<file path="src/rtl/fde_pipe_regs_pkg.sv">
// Shared y86 definitions: instruction codes, register IDs, one-hot status and
// the packed D/E register layouts with their bubble values.
package y86_pkg;

  typedef logic [0:3] nib_t;

  localparam nib_t IHALT   = 4'h0;
  localparam nib_t INOP    = 4'h1;
  localparam nib_t IRRMOVQ = 4'h2;
  localparam nib_t IIRMOVQ = 4'h3;
  localparam nib_t IRMMOVQ = 4'h4;
  localparam nib_t IMRMOVQ = 4'h5;
  localparam nib_t IOPQ    = 4'h6;
  localparam nib_t IJXX    = 4'h7;
  localparam nib_t ICALL   = 4'h8;
  localparam nib_t IRET    = 4'h9;
  localparam nib_t IPUSHQ  = 4'hA;
  localparam nib_t IPOPQ   = 4'hB;

  localparam nib_t RNONE = 4'hF;

  // Index 0 of a [0:3] status is AOK, so it is the leftmost literal bit.
  localparam nib_t SAOK = 4'b1000;
  localparam nib_t SHLT = 4'b0100;
  localparam nib_t SADR = 4'b0010;
  localparam nib_t SINS = 4'b0001;

  typedef struct packed {
    nib_t        stat;
    nib_t        icode;
    nib_t        ifun;
    nib_t        ra;
    nib_t        rb;
    logic [63:0] valc;
    logic [63:0] valp;
  } d_reg_t;

  typedef struct packed {
    nib_t        stat;
    nib_t        icode;
    nib_t        ifun;
    nib_t        dste;
    nib_t        dstm;
    nib_t        srca;
    nib_t        srcb;
    logic [63:0] vala;
    logic [63:0] valb;
    logic [63:0] valc;
  } e_reg_t;

  localparam d_reg_t D_BUBBLE = '{stat: SAOK, icode: INOP, ifun: 4'h0,
                                  ra: RNONE, rb: RNONE,
                                  valc: 64'h0, valp: 64'h0};

  localparam e_reg_t E_BUBBLE = '{stat: SAOK, icode: INOP, ifun: 4'h0,
                                  dste: RNONE, dstm: RNONE,
                                  srca: RNONE, srcb: RNONE,
                                  vala: 64'h0, valb: 64'h0, valc: 64'h0};

endpackage

</file>
<file path="src/rtl/fde_pipe_regs_if.sv">
// Fetch/decode datapath inputs, pipeline controls and F/D/E register outputs.
interface fde_pipe_regs_if;
  import y86_pkg::*;

  logic        F_stall;
  logic        D_stall;
  logic        D_bubble;
  logic        E_bubble;

  logic [63:0] f_predPC;
  nib_t        f_stat, f_icode, f_ifun, f_rA, f_rB;
  logic [63:0] f_valC, f_valP;

  nib_t        d_stat, d_icode, d_ifun;
  logic [63:0] d_valA, d_valB, d_valC;
  nib_t        d_dstE, d_dstM, d_srcA, d_srcB;

  logic [63:0] F_predPC;
  nib_t        D_stat, D_icode, D_ifun, D_rA, D_rB;
  logic [63:0] D_valC, D_valP;
  nib_t        E_stat, E_icode, E_ifun, E_dstE, E_dstM, E_srcA, E_srcB;
  logic [63:0] E_valA, E_valB, E_valC;

  modport master (
    output F_stall, D_stall, D_bubble, E_bubble,
    output f_predPC, f_stat, f_icode, f_ifun, f_rA, f_rB, f_valC, f_valP,
    output d_stat, d_icode, d_ifun, d_valA, d_valB, d_valC,
    output d_dstE, d_dstM, d_srcA, d_srcB,
    input  F_predPC, D_stat, D_icode, D_ifun, D_rA, D_rB, D_valC, D_valP,
    input  E_stat, E_icode, E_ifun, E_dstE, E_dstM, E_srcA, E_srcB,
    input  E_valA, E_valB, E_valC
  );

  modport slave (
    input  F_stall, D_stall, D_bubble, E_bubble,
    input  f_predPC, f_stat, f_icode, f_ifun, f_rA, f_rB, f_valC, f_valP,
    input  d_stat, d_icode, d_ifun, d_valA, d_valB, d_valC,
    input  d_dstE, d_dstM, d_srcA, d_srcB,
    output F_predPC, D_stat, D_icode, D_ifun, D_rA, D_rB, D_valC, D_valP,
    output E_stat, E_icode, E_ifun, E_dstE, E_dstM, E_srcA, E_srcB,
    output E_valA, E_valB, E_valC
  );

endinterface

</file>
<file path="src/rtl/fde_pipe_regs_pipe_reg.sv">
// Generic pipeline register: reset and bubble load bubble_val, stall holds and
// takes priority over bubble.
module pipe_reg #(
  parameter int WIDTH = 8
) (
  input  logic             clk,
  input  logic             reset,
  input  logic             stall,
  input  logic             bubble,
  input  logic [WIDTH-1:0] bubble_val,
  input  logic [WIDTH-1:0] din,
  output logic [WIDTH-1:0] q
);

  logic [WIDTH-1:0] data_d, data_q;

  always_comb begin
    data_d = data_q;
    if (!stall) begin
      if (bubble) data_d = bubble_val;
      else        data_d = din;
    end
  end

  always_ff @(posedge clk) begin
    if (reset) data_q <= bubble_val;
    else       data_q <= data_d;
  end

  assign q = data_q;

endmodule

</file>
<file path="src/rtl/fde_pipe_regs.sv">
// F, D and E pipeline registers of the pipelined y86 core, plus stall/bubble
// counters and a sticky flag for the illegal D_stall+D_bubble combination.
module fde_pipe_regs
  import y86_pkg::*;
#(
  parameter logic [63:0] RESET_PC = 64'h0,
  parameter int          CNT_W    = 32
) (
  input  logic              clk,
  input  logic              reset,
  fde_pipe_regs_if.slave    pif,
  output logic [CNT_W-1:0]  stall_cnt,
  output logic [CNT_W-1:0]  bubble_cnt,
  output logic              ctl_conflict
);

  d_reg_t      d_in, d_out;
  e_reg_t      e_in, e_out;
  logic [63:0] f_out;

  always_comb begin
    d_in       = D_BUBBLE;
    d_in.stat  = pif.f_stat;
    d_in.icode = pif.f_icode;
    d_in.ifun  = pif.f_ifun;
    d_in.ra    = pif.f_rA;
    d_in.rb    = pif.f_rB;
    d_in.valc  = pif.f_valC;
    d_in.valp  = pif.f_valP;

    e_in       = E_BUBBLE;
    e_in.stat  = pif.d_stat;
    e_in.icode = pif.d_icode;
    e_in.ifun  = pif.d_ifun;
    e_in.dste  = pif.d_dstE;
    e_in.dstm  = pif.d_dstM;
    e_in.srca  = pif.d_srcA;
    e_in.srcb  = pif.d_srcB;
    e_in.vala  = pif.d_valA;
    e_in.valb  = pif.d_valB;
    e_in.valc  = pif.d_valC;
  end

  // F never bubbles; its "bubble value" doubles as the reset PC.
  pipe_reg #(.WIDTH(64)) u_f_reg (
    .clk, .reset,
    .stall(pif.F_stall), .bubble(1'b0),
    .bubble_val(RESET_PC), .din(pif.f_predPC), .q(f_out)
  );

  pipe_reg #(.WIDTH($bits(d_reg_t))) u_d_reg (
    .clk, .reset,
    .stall(pif.D_stall), .bubble(pif.D_bubble),
    .bubble_val(D_BUBBLE), .din(d_in), .q(d_out)
  );

  pipe_reg #(.WIDTH($bits(e_reg_t))) u_e_reg (
    .clk, .reset,
    .stall(1'b0), .bubble(pif.E_bubble),
    .bubble_val(E_BUBBLE), .din(e_in), .q(e_out)
  );

  assign pif.F_predPC = f_out;
  assign pif.D_stat   = d_out.stat;
  assign pif.D_icode  = d_out.icode;
  assign pif.D_ifun   = d_out.ifun;
  assign pif.D_rA     = d_out.ra;
  assign pif.D_rB     = d_out.rb;
  assign pif.D_valC   = d_out.valc;
  assign pif.D_valP   = d_out.valp;
  assign pif.E_stat   = e_out.stat;
  assign pif.E_icode  = e_out.icode;
  assign pif.E_ifun   = e_out.ifun;
  assign pif.E_dstE   = e_out.dste;
  assign pif.E_dstM   = e_out.dstm;
  assign pif.E_srcA   = e_out.srca;
  assign pif.E_srcB   = e_out.srcb;
  assign pif.E_valA   = e_out.vala;
  assign pif.E_valB   = e_out.valb;
  assign pif.E_valC   = e_out.valc;

  logic [CNT_W-1:0] stall_cnt_d, stall_cnt_q;
  logic [CNT_W-1:0] bubble_cnt_d, bubble_cnt_q;
  logic             ctl_conflict_d, ctl_conflict_q;

  always_comb begin
    stall_cnt_d    = stall_cnt_q;
    bubble_cnt_d   = bubble_cnt_q;
    ctl_conflict_d = ctl_conflict_q;
    if (pif.D_stall)                  stall_cnt_d  = stall_cnt_q + CNT_W'(1);
    if (pif.D_bubble || pif.E_bubble) bubble_cnt_d = bubble_cnt_q + CNT_W'(1);
    if (pif.D_stall && pif.D_bubble)  ctl_conflict_d = 1'b1;
  end

  always_ff @(posedge clk) begin
    if (reset) begin
      stall_cnt_q    <= '0;
      bubble_cnt_q   <= '0;
      ctl_conflict_q <= 1'b0;
    end else begin
      stall_cnt_q    <= stall_cnt_d;
      bubble_cnt_q   <= bubble_cnt_d;
      ctl_conflict_q <= ctl_conflict_d;
    end
  end

  assign stall_cnt    = stall_cnt_q;
  assign bubble_cnt   = bubble_cnt_q;
  assign ctl_conflict = ctl_conflict_q;

endmodule
</file>
<file path="src/flat_wrapper.sv">
// flat-port wrapper written by rule: the top's interface ports become plain ports
module fde_pipe_regs_flat import y86_pkg::*;
#(
  parameter logic [63:0] RESET_PC = 64'h0,
  parameter int          CNT_W    = 32
)
  (clk, reset, stall_cnt, bubble_cnt, ctl_conflict, pif_F_stall, pif_D_stall, pif_D_bubble, pif_E_bubble, pif_f_predPC, pif_f_stat, pif_f_icode, pif_f_ifun, pif_f_rA, pif_f_rB, pif_f_valC, pif_f_valP, pif_d_stat, pif_d_icode, pif_d_ifun, pif_d_valA, pif_d_valB, pif_d_valC, pif_d_dstE, pif_d_dstM, pif_d_srcA, pif_d_srcB, pif_F_predPC, pif_D_stat, pif_D_icode, pif_D_ifun, pif_D_rA, pif_D_rB, pif_D_valC, pif_D_valP, pif_E_stat, pif_E_icode, pif_E_ifun, pif_E_dstE, pif_E_dstM, pif_E_srcA, pif_E_srcB, pif_E_valA, pif_E_valB, pif_E_valC);
  fde_pipe_regs_if pif_i ();
  input  logic clk;
  input  logic reset;
  output logic [CNT_W-1:0] stall_cnt;
  output logic [CNT_W-1:0] bubble_cnt;
  output logic ctl_conflict;
  input wire logic [$bits(pif_i.F_stall)-1:0] pif_F_stall;
  input wire logic [$bits(pif_i.D_stall)-1:0] pif_D_stall;
  input wire logic [$bits(pif_i.D_bubble)-1:0] pif_D_bubble;
  input wire logic [$bits(pif_i.E_bubble)-1:0] pif_E_bubble;
  input wire logic [$bits(pif_i.f_predPC)-1:0] pif_f_predPC;
  input wire logic [$bits(pif_i.f_stat)-1:0] pif_f_stat;
  input wire logic [$bits(pif_i.f_icode)-1:0] pif_f_icode;
  input wire logic [$bits(pif_i.f_ifun)-1:0] pif_f_ifun;
  input wire logic [$bits(pif_i.f_rA)-1:0] pif_f_rA;
  input wire logic [$bits(pif_i.f_rB)-1:0] pif_f_rB;
  input wire logic [$bits(pif_i.f_valC)-1:0] pif_f_valC;
  input wire logic [$bits(pif_i.f_valP)-1:0] pif_f_valP;
  input wire logic [$bits(pif_i.d_stat)-1:0] pif_d_stat;
  input wire logic [$bits(pif_i.d_icode)-1:0] pif_d_icode;
  input wire logic [$bits(pif_i.d_ifun)-1:0] pif_d_ifun;
  input wire logic [$bits(pif_i.d_valA)-1:0] pif_d_valA;
  input wire logic [$bits(pif_i.d_valB)-1:0] pif_d_valB;
  input wire logic [$bits(pif_i.d_valC)-1:0] pif_d_valC;
  input wire logic [$bits(pif_i.d_dstE)-1:0] pif_d_dstE;
  input wire logic [$bits(pif_i.d_dstM)-1:0] pif_d_dstM;
  input wire logic [$bits(pif_i.d_srcA)-1:0] pif_d_srcA;
  input wire logic [$bits(pif_i.d_srcB)-1:0] pif_d_srcB;
  output wire logic [$bits(pif_i.F_predPC)-1:0] pif_F_predPC;
  output wire logic [$bits(pif_i.D_stat)-1:0] pif_D_stat;
  output wire logic [$bits(pif_i.D_icode)-1:0] pif_D_icode;
  output wire logic [$bits(pif_i.D_ifun)-1:0] pif_D_ifun;
  output wire logic [$bits(pif_i.D_rA)-1:0] pif_D_rA;
  output wire logic [$bits(pif_i.D_rB)-1:0] pif_D_rB;
  output wire logic [$bits(pif_i.D_valC)-1:0] pif_D_valC;
  output wire logic [$bits(pif_i.D_valP)-1:0] pif_D_valP;
  output wire logic [$bits(pif_i.E_stat)-1:0] pif_E_stat;
  output wire logic [$bits(pif_i.E_icode)-1:0] pif_E_icode;
  output wire logic [$bits(pif_i.E_ifun)-1:0] pif_E_ifun;
  output wire logic [$bits(pif_i.E_dstE)-1:0] pif_E_dstE;
  output wire logic [$bits(pif_i.E_dstM)-1:0] pif_E_dstM;
  output wire logic [$bits(pif_i.E_srcA)-1:0] pif_E_srcA;
  output wire logic [$bits(pif_i.E_srcB)-1:0] pif_E_srcB;
  output wire logic [$bits(pif_i.E_valA)-1:0] pif_E_valA;
  output wire logic [$bits(pif_i.E_valB)-1:0] pif_E_valB;
  output wire logic [$bits(pif_i.E_valC)-1:0] pif_E_valC;
  assign pif_i.F_stall = pif_F_stall;
  assign pif_i.D_stall = pif_D_stall;
  assign pif_i.D_bubble = pif_D_bubble;
  assign pif_i.E_bubble = pif_E_bubble;
  assign pif_i.f_predPC = pif_f_predPC;
  assign pif_i.f_stat = pif_f_stat;
  assign pif_i.f_icode = pif_f_icode;
  assign pif_i.f_ifun = pif_f_ifun;
  assign pif_i.f_rA = pif_f_rA;
  assign pif_i.f_rB = pif_f_rB;
  assign pif_i.f_valC = pif_f_valC;
  assign pif_i.f_valP = pif_f_valP;
  assign pif_i.d_stat = pif_d_stat;
  assign pif_i.d_icode = pif_d_icode;
  assign pif_i.d_ifun = pif_d_ifun;
  assign pif_i.d_valA = pif_d_valA;
  assign pif_i.d_valB = pif_d_valB;
  assign pif_i.d_valC = pif_d_valC;
  assign pif_i.d_dstE = pif_d_dstE;
  assign pif_i.d_dstM = pif_d_dstM;
  assign pif_i.d_srcA = pif_d_srcA;
  assign pif_i.d_srcB = pif_d_srcB;
  assign pif_F_predPC = pif_i.F_predPC;
  assign pif_D_stat = pif_i.D_stat;
  assign pif_D_icode = pif_i.D_icode;
  assign pif_D_ifun = pif_i.D_ifun;
  assign pif_D_rA = pif_i.D_rA;
  assign pif_D_rB = pif_i.D_rB;
  assign pif_D_valC = pif_i.D_valC;
  assign pif_D_valP = pif_i.D_valP;
  assign pif_E_stat = pif_i.E_stat;
  assign pif_E_icode = pif_i.E_icode;
  assign pif_E_ifun = pif_i.E_ifun;
  assign pif_E_dstE = pif_i.E_dstE;
  assign pif_E_dstM = pif_i.E_dstM;
  assign pif_E_srcA = pif_i.E_srcA;
  assign pif_E_srcB = pif_i.E_srcB;
  assign pif_E_valA = pif_i.E_valA;
  assign pif_E_valB = pif_i.E_valB;
  assign pif_E_valC = pif_i.E_valC;
  fde_pipe_regs #(.RESET_PC(RESET_PC), .CNT_W(CNT_W)) u_core (.clk(clk), .reset(reset), .pif(pif_i), .stall_cnt(stall_cnt), .bubble_cnt(bubble_cnt), .ctl_conflict(ctl_conflict));
endmodule
</file>
<file path="config.mk">
export PLATFORM = sky130hd
export DESIGN_NAME = fde_pipe_regs_flat
export DESIGN_NICKNAME = d
export VERILOG_FILES = /design/src/rtl/fde_pipe_regs_pkg.sv /design/src/rtl/fde_pipe_regs_if.sv /design/src/rtl/fde_pipe_regs_pipe_reg.sv /design/src/rtl/fde_pipe_regs.sv /design/src/flat_wrapper.sv
export SDC_FILE = /design/constraint.sdc
export NUM_CORES = 1
export LEC_CHECK = 0
export CELL_PAD_IN_SITES_DETAIL_PLACEMENT = 1
export CELL_PAD_IN_SITES_GLOBAL_PLACEMENT = 2
export CORE_AREA = 2 2 368 370
export CTS_CLUSTER_DIAMETER = 30
export DETAILED_ROUTE_END_ITERATION = 10
export DIE_AREA = 0 0 370 372
export PLACE_DENSITY_LB_ADDON = 0.1
export SYNTH_ARGS = -nofsm -noshare
export SYNTH_HDL_FRONTEND = slang
export SYNTH_HIERARCHICAL = 1
export SYNTH_SLANG_ARGS = --single-unit
</file>
<file path="constraint.sdc">
create_clock -name clk -period 5.79 [get_ports clk]
set_input_delay 0.579 -clock clk [delete_from_list [all_inputs] [get_ports clk]]
set_output_delay 0.579 -clock clk [all_outputs]
set_load 0.01 [all_outputs]
</file>
### After elaboration in Yosys (flattened, before gate mapping)

Index checks and enable logic that the tools add are counted.
Widths: inputs -> output; s select.

| word-level totals | value |
|---|---|
| bits in registers | 497 |
| input bits | 438 |
| output and inout port bits | 497 |
| word-level logic and storage cells | 12 |

| cells by class | value |
|---|---|
| $add $sub $neg | 2 |
| mux-type cells | 1 |
| reductions and logical operators | 3 |

Operators with widths:

| kind | count |
|---|---|
| $mux 148 | 1 |
| $add 32x1->32 const B | 2 |
| $reduce_or 2->1 | 1 |
| $logic_and 1x1->1 | 1 |
| $logic_or 1x1->1 | 1 |

### Depth between registers and ports, before layout

| depth | value |
|---|---|
| word-level depth | 1 |
| mapped depth | 7 |
| depth with buffers taken out | 5 |

### By module

The synthesis kept the hierarchy.

Modules (own cells, without submodules):

| module | times used | cells each | area each (µm²) |
|---|---|---|---|
| pipe_reg (u_core.u_e_reg) | 1 | 466 | 10307.4 |
| pipe_reg (u_core.u_d_reg) | 1 | 314 | 6296.0 |
| fde_pipe_regs | 1 | 360 | 3040.4 |
| pipe_reg (u_core.u_f_reg) | 1 | 136 | 3014.1 |

### Worst setup path before layout

OpenSTA, ideal clock, no wires.

| path | value |
|---|---|
| path type | input -> register |
| start | in reset |
| end | reg u_core.u_d_reg.data_q[0], in the netlist u_core/u_d_reg/q[0], enable pin |
| library setup time | 0.534 ns |
| arrival | 4.144 ns |
| data required time | 5.256 ns |
| slack | 1.112 ns |
| stages on the path | 1 |
| path through | nand2b_1 |

RTL lines:

| element | RTL line | text |
|---|---|---|
| start, declared | flat_wrapper.sv:10 | `input logic reset;` |
| end signal, assigned | fde_pipe_regs_pipe_reg.sv:26 | `if (reset) data_q <= bubble_val;` |
| end signal, assigned | fde_pipe_regs_pipe_reg.sv:27 | `else data_q <= data_d;` |
| end, declared | fde_pipe_regs_pipe_reg.sv:15 | `logic [WIDTH-1:0] data_d, data_q;` |

No word-level cell between the ends.

### Worst setup path in the final report

| path | value |
|---|---|
| start | reg u_core.bubble_cnt_q[9], in the netlist u_core/bubble_cnt[9] |
| end | reg u_core.bubble_cnt_q[28], in the netlist u_core/bubble_cnt[28] |

| between the ends | value |
|---|---|
| cells in the longest elaborated chain, start to end | 1 |

Ends and longest elaborated chain:

| element | RTL line | text |
|---|---|---|
| start, declared | fde_pipe_regs.sv:83 | `logic [CNT_W-1:0] bubble_cnt_d, bubble_cnt_q;` |
| start signal, assigned | fde_pipe_regs.sv:102 | `bubble_cnt_q <= bubble_cnt_d;` |
| $add 32x1->32 | fde_pipe_regs.sv:91 | `if (pif.D_bubble \|\| pif.E_bubble) bubble_cnt_d = bubble_cnt_q + CNT_W'(1);` |

Every way passes these cells.
A chain may end at the register's enable or synchronous reset.

==> reports/metrics.yaml <==
power:
  powerDensity_nw_per_um2: 377
  p_int_mw: 11.9
  leakage_nw: 15.9
  seq_power_share_pct: 28.7
  finalPower_mw: 15.5
  switching_share_pct: 23.5
  peakVddDrop_uv: 242
  p_comb_share_pct: 12.2
  p_clk_share_pct: 59.1
  p_sw_mw: 3.65
global_routing:
  grt_pass1_wl_um: 134000
  grt_overflow: 0
  grt_usage_pct: 14.0
  grt_pass1_vias: 17720
  antenna_found_initial: 34
  grt_max_degree: 221
run_status:
  outcome: "complete, but fails checks"
  violations: "max-slew violations"
final_layout:
  finalNetCount: 3219
  final_cell_mix: "933 x clkdlybuf4s50_1, 434 x conb_1, 432 x edfxtp_1, 260 x mux2_4, 188 x clkbuf_16"
  drive_gt1_share_pct: 24.1
  area_growth_pct: 81.7
  final_common_cell: "clkdlybuf4s50_1"
die:
  die_height_um: 372
  start_util_pct: 16.9
  rows: 135
  die_area_um2: 138000
  ioPinCount: 935
  die_width_um: 370
  core_area_um2: 134000
sta:
  finalSetupTns_ns: 0
  finalSetupViolCount: 0
  hold_violations: 0
  slew_viol_final: 221
  slew-limit-headroom_pct: -675
  worstMarginPinSlew_ns: 11.62
  clock_skew_ns: 0.0322
  timing.fmax_mhz: 380
  rsz0062_at_grt: "no"
  period_needed_ns: 2.63
  finalCritPeriodShare_pct: 45.4
logic_synthesis:
  synthCells: 1276
  ys_types: 41
  synth_top_cell_area_share_pct: 57.3
  synth-seq-cells: 497
  ys.flop_type: "edfxtp_1"
  synth_area_leaders: "edfxtp_1 57%, mux2_4 17%, mux2_2 8.8%, dfxtp_1 5.7%, buf_12 2.5%"
  async_reset_ff_share_pct: 0
  yosysSeqAreaShare_pct: 63.0
  syn-cell-area_um2: 22700
  syn_area_per_cell_um2: 17.8
  synth_warnings: 6
  synth_top_area_cell: "edfxtp_1"
  synth_edf_count: 432
run:
  drv_cap: 0
setup_path:
  start_kind: "flop"
  cp-end-kind: "flop"
  cpMaxStageDelayCell: "nand4_1"
  cp.buffers_inverters: 0
  cpLargestDelayFamily: "simple AND/OR/NAND/NOR gates"
  required_ns: 6.41
  crit_chain: "and4_1, nand4_1, nor3_1, mux2_2"
  path_class: "reg2reg"
  setup.worst_path.start: "u_core/bubble_cnt[9]$_SDFFE_PP0P_"
  reg2reg_from: "u_core/bubble_cnt[9]$_SDFFE_PP0P_"
  critical_path.max_fanout: 24
  cp.arrival_ns: 3.25
  cp_slowest_stage_delay_ns: 0.78
place:
  io_buffers: 934
  gp_congestion: 0.768
  dp_hpwl_um: 76100
clock_tree:
  clock-sinks: 497
  path_clk_slew_ns: 0.04
  ctsRootBufferMaster: "clkbuf_16"
  cts_setup_buffers: 0
  cts_tree: "done"
  htreeDepth: 4
  cts_max_path_buffers: 3
  cts_buffers: 187
  ctsHoldBuffers: 0
  cts_resized: 0
  clock_latency_ns: 0.77
drt:
  route.detailed.drc: 0
  num_vias: 16671
  drtIter0Drc: 521
  routedWlPerCell_um: 21.1
  via_per_inst: 3.52
  drt-pass1-iter-count: 4
  drtAntennaViolNets: 0
  wl_um: 99900
hold_path:
  hp-class: "in2reg"
  hold_start: "reset"
-- stage by stage --
stage               setup WS, ns  cells  cell area (um2)  util (%)  hold slack (ns)
detailed placement          2.39   4371            35200      26.2            0.483
global placement            2.46   4371            35200      26.2            0.474
floorplan                   1.11   1708            24300         -            0.496
finish                      3.16   4734            41200      30.7            0.319
CTS                         3.10   4718            41100      30.6            0.264
global route                2.91   4728            41100      30.6            0.311
-- cell families after synthesis --
group,Yosys count,synth area share [%]
flip-flops,497,63.0
multiplexers,439,26.1
AND/OR/NAND/NOR,162,4.16
buffers and inverters,77,3.83
AO/OA/AOI/OAI,75,1.89
XOR/XNOR,22,0.850
adder cells (fa/ha/maj),2,0.110
other,2,0.0331
-- power groups by stage --
stage                     sequential, mW  clock, mW  combinational [mW]
after floorplan                     4.68          0               0.528
after global placement              4.49          0                1.92
after detailed placement            4.50          0                1.93
after CTS                           4.45       9.44                1.94
after global routing                4.49       9.65                2.02
final                               4.45       9.17                1.90
-- final cells by class --
type	count	area [um2]
clock inverter	95	865
clock buffer	252	5050
tap	1781	2230
antenna	16	40.0
fill	14456	93100
timing repair buffer	948	9510
multi-input combinational	1134	9150
sequential	497	14300
inverter	11	41.3
-- Yosys cell counts (5+ instances only) --
master / n
nand3_1: 17
dfxtp_1: 65
clkbuf_1: 14
xnor2_1: 12
nor4_1: 7
nand4_1: 15
edfxtp_1: 432
nor2_1: 32
mux2_2: 178
or3_1: 17
nand2_1: 19
a21oi_1: 36
inv_1: 11
mux2_4: 260
buf_12: 28
xor2_1: 10
nor2b_1: 5
nor3_1: 8
o21ai_0: 19
or4_1: 18
buf_6: 15
and4_1: 6
o31ai_1: 17
-- routing by layer --
| metal | GRT usage (%) | vias up | wire length, um |
|---|---|---|---|
| li1 | - | 7656 | - |
| met1 | 13.1 | 8111 | 33000 |
| met2 | 25.5 | 686 | 53500 |
| met3 | 6.93 | 202 | 10100 |
| met4 | 6.36 | 16 | 3120 |
| met5 | 0 | - | 110 |
-- final timing paths --
check / depth (start not counted) / to / slack [ns]
max reg2reg: 4 / u_core/bubble_cnt[28]$_SDFFE_PP0P_ / 3.16
min reg2reg: 2 / u_core/ctl_conflict$_SDFFE_PP0P_ / 0.49
min: 2 / u_core/stall_cnt[2]$_SDFFE_PP0P_ / 0.32
max: 4 / u_core/bubble_cnt[28]$_SDFFE_PP0P_ / 3.16
-- sequential cells by signal, indices dropped and copies added (netlist names) --
register             cells
u_core/ctl_conflict      1
u_core/u_d_reg/q       148
u_core/bubble_cnt       32
u_core/u_f_reg/q        64
u_core/u_e_reg/q       220
u_core/stall_cnt        32
No activity file was read; power rests on OpenSTA's default activity.
==> variant 1: new RTL, same settings <==
Register the output `bubble_cnt` once more, without a reset; this adds one clock of latency there. The other outputs are not delayed to match.
--- a/src/rtl/fde_pipe_regs.sv
+++ b/src/rtl/fde_pipe_regs.sv
@@ -107,3 +107,5 @@
   assign stall_cnt    = stall_cnt_q;
-  assign bubble_cnt   = bubble_cnt_q;
+  always_ff @(posedge clk) begin
+    bubble_cnt <= bubble_cnt_q;
+  end
   assign ctl_conflict = ctl_conflict_q;
Formal check against the unedited RTL: not equivalent (a bounded check fails within 4 cycles, from zero or initial values and one cycle with reset high).
==> variant 1 against the unedited design <==
- the run still ends with max-slew violations left
- sequential share of layout area up 0.93 points
- largest power group unchanged
- wire length increased by 1.1%
- total power grew 2.7%
- die area did not move
- via count grew 2.6%
- worst setup slack better by 120 ps
- clock skew is 6.2 ps higher
- fmax grew 4.6%
- sequential cell count is 32 higher
- cell count up 0.80%
- cell area increased by 1.8%
- synthesized area is 2.9% higher
==> variant 1: results (changes against the unedited design) <==
- Vias in the first global route: 18,300 (was 17,700)
- Fin Clk Skew: 38.4 ps (was 32.2 ps)
- Critical-path maximum fanout: 1 (was 24)
- Vias post-DR: 17,100 (was 16,700)
- DR iter-0 viols: 657 (was 521)
- Adder-cell share of the synthesized area: 0.00107 (was 0.00110)
- Fraction of layout cells with a size suffix above 1: 0.239 (was 0.241)
- CP peak stage delay: 850 ps (was 780 ps)
- Final HPWL DP: 76,200 um (was 76,100 um)
- Syn_area_per_cell: 17.8 um^2 (about the same)
- Outcome: complete, but fails checks (unchanged)
- Most frequent cells after synthesis: edfxtp_1, mux2_4, mux2_2 (unchanged)
- Combinational share of power: 0.119 (was 0.122)
- Synth Area in Compound Gates: 0.0195 (was 0.0189)
- Max-slew violations: 221 (unchanged)
- Sequential fraction of the synthesis area: 0.640 (was 0.630)
- Setup WS pre-CTS: 2600 ps (was 2390 ps)
- Portion of netlist area occupied by mux cells: 0.252 (was 0.261)
- Final period util: 0.434 (was 0.454)
- Initial antenna violation count: 37 (was 34)
- Failing checks: max-slew violations (unchanged)
- Final Wtd Congestion: 0.758 (was 0.768)
- Clock power frac: 0.588 (was 0.591)
- All-layer global routing usage: 0.142 (was 0.140)
- Final WL: 101,000 um (was 99,900 um)
- Placed Instances: 4,402 (was 4,371)
- RR Startpoint: u_core/bubble_cnt_q[0]$_SDFFE_PP0P_ (was u_core/bubble_cnt[9]$_SDFFE_PP0P_)
- Pleak: 16.2 nW (was 15.9 nW)
- P_seq: 4.68 mW (was 4.45 mW)
- Largest cells by area after synthesis: edfxtp_1, mux2_4, mux2_2 (unchanged)
- Rel. slew slack: -7.22 (was -6.75)
- DP Area: 0.0358 mm^2 (was 0.0352 mm^2)
- Unique masters post-synth: 38 (was 41)
- Xor and xnor fraction of the mapped netlist area: 0.00902 (was 0.00850)
## variant 1: cell count changes after synthesis, sizes merged, moves of 3 or more
cell	delta
nor3	-8
dfxtp	+32
nand3	+7
mux2	-3
inv	-8
nand2	+6
xor2	+7
and3	+3
xnor2	-5
## variant 1: logic make-up (layout without fill, tap and decap cells)
group | after synthesis | in the layout
AOI/OAI and AO/OA | 78 | 78
xor gates and xnor gates | 24 | 24
adders and majority gates | 2 | 2
buffers and inverters | 69 | 1306
DFF | 529 | 529
muxes | 436 | 436
other | 2 | 446
and+or+nand+nor | 170 | 170
## variant 1: final timing paths
path	to	slack, ps	depth (start not counted)
worst max-delay path	pif_E_valC[33]	3280	1
worst min-delay path	u_core/stall_cnt[13]$_SDFFE_PP0P_	160	2
worst max register to register	u_core/bubble_cnt_q[24]$_SDFFE_PP0P_	3290	5
worst min register to register	u_core/bubble_cnt[31]$_DFF_P_	370	0
## variant 1: per-layer routing
metal | wire length, um | track usage
met5 | 92 | 0
met3 | 10100 | 0.0700
met2 | 54100 | 0.262
met4 | 3300 | 0.0614
met1 | 33400 | 0.131
## variant 1: worst register-to-register path: stages, from the launching register on
cell	delay, ps
dfxtp_1	430
ha_1	230
o211a_1	260
nand4_1	590
or4_1	730
a21oi_1	170
## variant 1: final cells by class
class | count | area (um^2) | area share
Sequential cell | 529 | 14900 | 0.356
Timing Repair Buffer | 945 | 9480 | 0.226
Multi-Input combinational cell | 1144 | 9180 | 0.219
Clock buffer | 263 | 5300 | 0.127
Tap cell | 1781 | 2230 | 0.0532
Clock inverter | 95 | 743 | 0.0177
Antenna cell | 12 | 30.0 | 0.000717
Inverter | 3 | 11.3 | 0.000269
==> variant 2: new RTL, same flow settings <==
Made on the original files. `CNT_W` is set to 32 in 2 places; all go to 48.
--- a/src/rtl/fde_pipe_regs.sv
+++ b/src/rtl/fde_pipe_regs.sv
@@ -6,3 +6,3 @@
   parameter logic [63:0] RESET_PC = 64'h0,
-  parameter int          CNT_W    = 32
+  parameter int          CNT_W    = 48
 ) (
--- a/src/flat_wrapper.sv
+++ b/src/flat_wrapper.sv
@@ -4,3 +4,3 @@
   parameter logic [63:0] RESET_PC = 64'h0,
-  parameter int          CNT_W    = 32
+  parameter int          CNT_W    = 48
 )
Interface: changed (resized bubble_cnt and stall_cnt); port bits go from 935 to 967. The function was not compared with the original's and may differ.
==> variant 2 against the unedited design <==
- the flow still finishes with violations (max-slew violations)
- total power grew 2.7%
- fmax shrank 6.6%
- worst setup slack lost 190 ps
- wire length grew 11%
- largest cell class unchanged
- largest power group unchanged
- non-clock buffer count grew 31
- synthesized area grew 6.5%
- highest routed layer unchanged
- sequential cell count grew 32
- cell area grew 4.6%
==> variant 2: results (changes against the unedited design) <==
- Routing usage on met3: 0.0680 (was 0.0693)
- Max-slew violations: 221 (unchanged)
- Met2 WL: 58,400 um (was 53,500 um)
- Outcome: complete, but fails checks (unchanged)
- Failing checks: max-slew violations (unchanged)
- Via density per instance: 3.66 (was 3.52)
- PwrDens: 370 mW/mm^2 (was 377 mW/mm^2)
- Fin Clk Skew: 46.5 ps (was 32.2 ps)
- WP data arrival: 3510 ps (was 3250 ps)
- Synth Area in Compound Gates: 0.0137 (was 0.0189)
- Port bufs: 966 (was 934)
- Worst Slack Setup Final: 2970 ps (was 3160 ps)
- Xor and xnor fraction of the mapped netlist area: 0.0232 (was 0.00850)
- DR iter-0 viols: 660 (was 521)
- Setup WS pre-CTS: 2250 ps (was 2390 ps)
- Final Wtd Congestion: 0.792 (was 0.768)
- RR Startpoint: u_core/bubble_cnt[0]$_SDFFE_PP0P_ (was u_core/bubble_cnt[9]$_SDFFE_PP0P_)
- Pleak: 16.6 nW (was 15.9 nW)
- Fin Hold WS: 290 ps (was 319 ps)
- P_comb: 1.94 mW (was 1.90 mW)
- Vias post-DR: 18,200 (was 16,700)
- Wl on met1: 37,900 um (was 33,000 um)
- Clock group total power: 9.33 mW (was 9.17 mW)
- Fraction of layout cells with a size suffix above 1: 0.230 (was 0.241)
- Slew @ Worst Pin: 12,020 ps (was 11,620 ps)
- Critical-path top delay cell: nor4_4 (was nand4_1)
[variant 2: worst max path at each step]
stage | to | cells after the start | startpoint
after global placement | u_core/bubble_cnt[43]$_SDFFE_PP0P_ | 6 | pif_E_bubble
after CTS | u_core/bubble_cnt[44]$_SDFFE_PP0P_ | 6 | u_core/bubble_cnt[0]$_SDFFE_PP0P_
final | u_core/bubble_cnt[44]$_SDFFE_PP0P_ | 6 | u_core/bubble_cnt[0]$_SDFFE_PP0P_
after global routing | u_core/bubble_cnt[44]$_SDFFE_PP0P_ | 6 | u_core/bubble_cnt[0]$_SDFFE_PP0P_
after detailed placement | u_core/bubble_cnt[43]$_SDFFE_PP0P_ | 6 | pif_D_bubble
after floorplan | u_core/u_d_reg/q[0]$_DFFE_PP_ | 1 | reset
[variant 2: final cells by class]
class	instances	area [um^2]
fillers	14400	91200
well taps	1781	2230
inverters	12	45.0
multi-input cells	1271	9950
diodes	24	60.1
flip-flops and latches	529	14900
clock buffers	276	5430
clock inverters	88	584
repair buffers	979	9840
